**src/rtl/test_value_display_freeze_debouncer.sv**
```systemverilog
// Two-flop synchroniser plus stable-count debouncer for the freeze button.
// rise_c pulses combinationally on the edge the accepted level goes 0->1.
module freeze_debouncer #(
  parameter int unsigned DEBOUNCE_CYCLES = 500000
) (
  input  logic CLK,
  input  logic RST,
  input  logic freeze_btn,
  output logic rise_c
);

  localparam int unsigned CNT_W = (DEBOUNCE_CYCLES > 1) ? $clog2(DEBOUNCE_CYCLES) : 1;
  localparam logic [CNT_W-1:0] CNT_LAST = CNT_W'(DEBOUNCE_CYCLES - 1);

  logic             sync_q1;
  logic             sync_q2;
  logic             level;
  logic [CNT_W-1:0] cnt;
  logic             accept_c;

  // Accept the synchronised level once it has differed long enough.
  always_comb begin
    accept_c = (sync_q2 != level) && (cnt == CNT_LAST);
    rise_c   = accept_c && sync_q2;
  end

  // Synchronise the raw button into the clock domain.
  always_ff @(posedge CLK or posedge RST) begin
    if (RST) begin
      sync_q1 <= 1'b0;
      sync_q2 <= 1'b0;
    end else begin
      sync_q1 <= freeze_btn;
      sync_q2 <= sync_q1;
    end
  end

  // Count consecutive cycles of disagreement; any agreement restarts the count.
  always_ff @(posedge CLK or posedge RST) begin
    if (RST) begin
      level <= 1'b0;
      cnt   <= '0;
    end else if (sync_q2 == level) begin
      cnt <= '0;
    end else if (accept_c) begin
      level <= sync_q2;
      cnt   <= '0;
    end else begin
      cnt <= cnt + CNT_W'(1);
    end
  end

endmodule

```
**config.mk**
```make
export PLATFORM = sky130hd
export DESIGN_NAME = freeze_debouncer
export DESIGN_NICKNAME = d
export VERILOG_FILES = /design/src/rtl/test_value_display_freeze_debouncer.sv
export SDC_FILE = /design/constraint.sdc
export NUM_CORES = 1
export LEC_CHECK = 0
export ABC_AREA = 0
export BUFFER_PORTS_ARGS = -buffer_cell sky130_fd_sc_hd__buf_2
export CAP_MARGIN = 15
export CORE_ASPECT_RATIO = 0.7
export CORE_MARGIN = 3
export CORE_UTILIZATION = 45
export DETAILED_ROUTE_END_ITERATION = 6
export PLACE_DENSITY = 0.63
export SYNTH_ARGS = -nofsm -noshare
export SYNTH_HDL_FRONTEND = slang
export SYNTH_SLANG_ARGS = --single-unit
```
**constraint.sdc**
```tcl
create_clock -name CLK -period 5.6 [get_ports CLK]
set_input_delay 0 -clock CLK [delete_from_list [all_inputs] [get_ports CLK]]
set_output_delay 0 -clock CLK [all_outputs]
set_load 0.01 [all_outputs]
```
==> flow_summary.ini <==
[outcome]
status = completed

[routing]
route.detailed.drc = 0
drt_iter0_markers = 49
vias = 733
drt-vias-per-instance = 5.273
wl_per_cell_um = 13.96
ant_nets = 0
firstDrtPassIters = 4
routed_wl_mm = 1.941

[critical_path]
slowest_stage = or4_4
crit_cells = 5
path_cells = nor4b_1 > nand2_1 > or4_4 > nor3b_1 > buf_2
r2r_start = cnt[14]$_DFF_PP0_
critical_path_class = reg2out
start_kind = flop
r2r-end = cnt[3]$_DFF_PP0_
cp.required_ps = 5600
cp-endpoint = rise_c
end_kind = output pin
r2r_cells = 4
r2r_slack_ps = 3520
arrival_ps = 2190
path_max_fanout = 4
crit_family = simple AND/OR/NAND/NOR gates
cp_num_buf_inv = 1
max_stage_delay_ps = 570
cp-startpoint = cnt[14]$_DFF_PP0_

[clocking]
cts_tree = yes
clk_latency_ps = 310
cts_root_buf = clkbuf_4
cts_max_level = 1
cts_max_path_buffers = 2
path_clk_slew_ps = 130
numCtsBuffers = 3
cts.sinks = 22
cts_setup_buffers = 0
cts_resized = 0
cts-hold-fix-buffers = 2

[sta]
hold_slack_ps = 338.6
clock_skew_ps = 17.49
tns_ps = 0
relSlewSlack_pct = 41.09
final_hold_viol_count = 0
finalSetupViolations = 0
timing.final.ws_setup_ps = 3405
fin_crit_ps = 2195
clock.fmax_mhz = 455.7
fin_crit_sh_pct = 39.19
rsz0062_at_grt = no
drv_slew = 0
worstMarginPinSlew_ps = 880.6

[power_and_ir_drop]
peakVddDrop_v = 0.0001509
p_leak_nw = 0.5221
p_per_area_nw_per_um2 = 221.7

[global_route]
grt_pass1_vias = 727
grt_usage_pct = 15.81
grt_start_max_net_pins = 23
antenna_found_initial = 0
overflow = 0
grt_first_pass_wirelength_mm = 3.477

[final_layout]
syn_to_final_growth_pct = 8.651
fin_nets = 112
design_area_sq_um = 1179
drive_above_1_share_pct = 12.15
final.fill_count = 204
finalNonFillerCells = 139
n_antenna_cell = 0

[placed_design]
placed_cells = 133
dpl_worst_slack_ps = 3548
numPortBuffers = 3
gp_congestion = 0.8078
dp_hpwl_mm = 1.389
dpl_cell_area_sq_um = 1122

[synth]
synth_area_sq_um = 1085
synth_top_family_by_area = simple AND/OR/NAND/NOR gates
netlist_instances = 101
syn-num-nets = 105
synth_compound_area_share_pct = 7.382
yosys_warnings = 0
synth-seq-cells = 22
synthXorXnorAreaFrac_pct = 10.50
muxShareOfSynthArea_pct = 1.384
yosysUniqueCellTypes = 29
synth-simple-area-share_pct = 26.53
ys_seq_area_share_pct = 50.75
avgSynthCellArea_sq_um = 10.74
synthAdderAreaFrac_pct = 1.153

[floorplan]
num_rows = 14
dieHeight_um = 47.08
die_area_sq_um = 3045
core_sq_um = 2225
start_util_pct = 48.76
io_pins = 4
dieWidth_um = 64.69

[hold_path]
hp-class = in2reg

[run]
drv_cap = 0
## cell usage in the layout, fill, tap and decap left out, types with 2 or more instances in the layout
cell type and count:
or3_1 4, xnor2_1 2, o21ai_0 4, dlygate4sd3_1 2, xor2_1 11, nand4_1 6
a21oi_1 5, and2_1 2, clkbuf_4 3, nor2_1 12, buf_2 3, dfrtp_1 22
and4_1 3, nand2_1 6, nand3_1 5, inv_1 2
## stage by stage
stage                     util [%]  power [mW]
after floorplan                  -      0.1740
after global placement       50.45      0.1764
after detailed placement     50.45      0.1771
after CTS                    52.98      0.2662
after global routing         52.98      0.2744
final                        52.98      0.2613
## kinds of logic (layout without fill, tap and decap cells)
family	count (synthesis)	count (layout)
AND/OR/NAND/NOR	48	48
adder cells (fa/ha/maj)	1	1
XOR/XNOR	13	13
multiplexers	1	1
AO/OA/AOI/OAI	11	11
buffers and inverters	5	11
flip-flops	22	22
## cell type report
| class | instances | area, sq um | area share, % |
|---|---|---|---|
| Sequential cell | 22 | 550.5 | 46.71 |
| Multi-Input combinational cell | 74 | 509.2 | 43.21 |
| Tap cell | 32 | 40.04 | 3.397 |
| Clock buffer | 4 | 36.28 | 3.079 |
| Timing Repair Buffer | 5 | 35.03 | 2.972 |
| Inverter | 2 | 7.507 | 0.6369 |
## flip-flops by register name, summed over array words and instances (netlist names)
| signal | count |
|---|---|
| cnt | 19 |
| level | 1 |
| sync_q1 | 1 |
| sync_q2 | 1 |
## how the worst min path moves through the flow
stage	from	end	cells past startpoint
6_report	freeze_btn	sync_q1$_DFF_PP0_	2
4_1_cts	freeze_btn	sync_q1$_DFF_PP0_	2
2_1_floorplan	RST	cnt[0]$_DFF_PP0_	1
3_3_place_gp	freeze_btn	sync_q1$_DFF_PP0_	1
3_5_place_dp	freeze_btn	sync_q1$_DFF_PP0_	1
5_1_grt	freeze_btn	sync_q1$_DFF_PP0_	2
## report_power, final
group          switching, mW  total (mW)  internal, mW
clock                 0.0470      0.0867        0.0397
combinational        0.00689      0.0110       0.00410
sequential           0.00233       0.164         0.161
## worst reg2reg max path, stage by stage (launching register included)
cell and delay [ps]:
dfrtp_1 450, nor4b_1 350, nand2_1 170, o41ai_4 850
nor2_1 110
## per-layer routing
layer	up-vias	share of wire, %	GRT usage (%)
li1	372	-	-
met1	353	55	21.19
met2	6	42	24.39
met3	2	2.3	5.024
met4	0	1.1	6.303
met5	-	0	0
## cells in the mapped netlist (all sizes together)
library cell	n	area (sq um)
mux2	1	15.01
or4	2	18.77
nand3b	1	7.510
or3	4	25.02
buf	3	17.52
a21oi	5	25.02
xnor2	2	17.52
xor2	11	96.34
nand3	5	25.02
and2	2	12.51
dfrtp	22	550.5
nor4b	1	8.760
nand2	6	22.52
o41ai	1	27.53
inv	2	7.510
nor2	12	45.04
ha	1	12.51
o21ai	4	20.02
nor4	1	6.260
nor3b	1	7.510
nand4	7	58.81
and3	2	13.77
o31ai	1	7.510
and4	4	36.29
(Power assumes the default switching activity.)
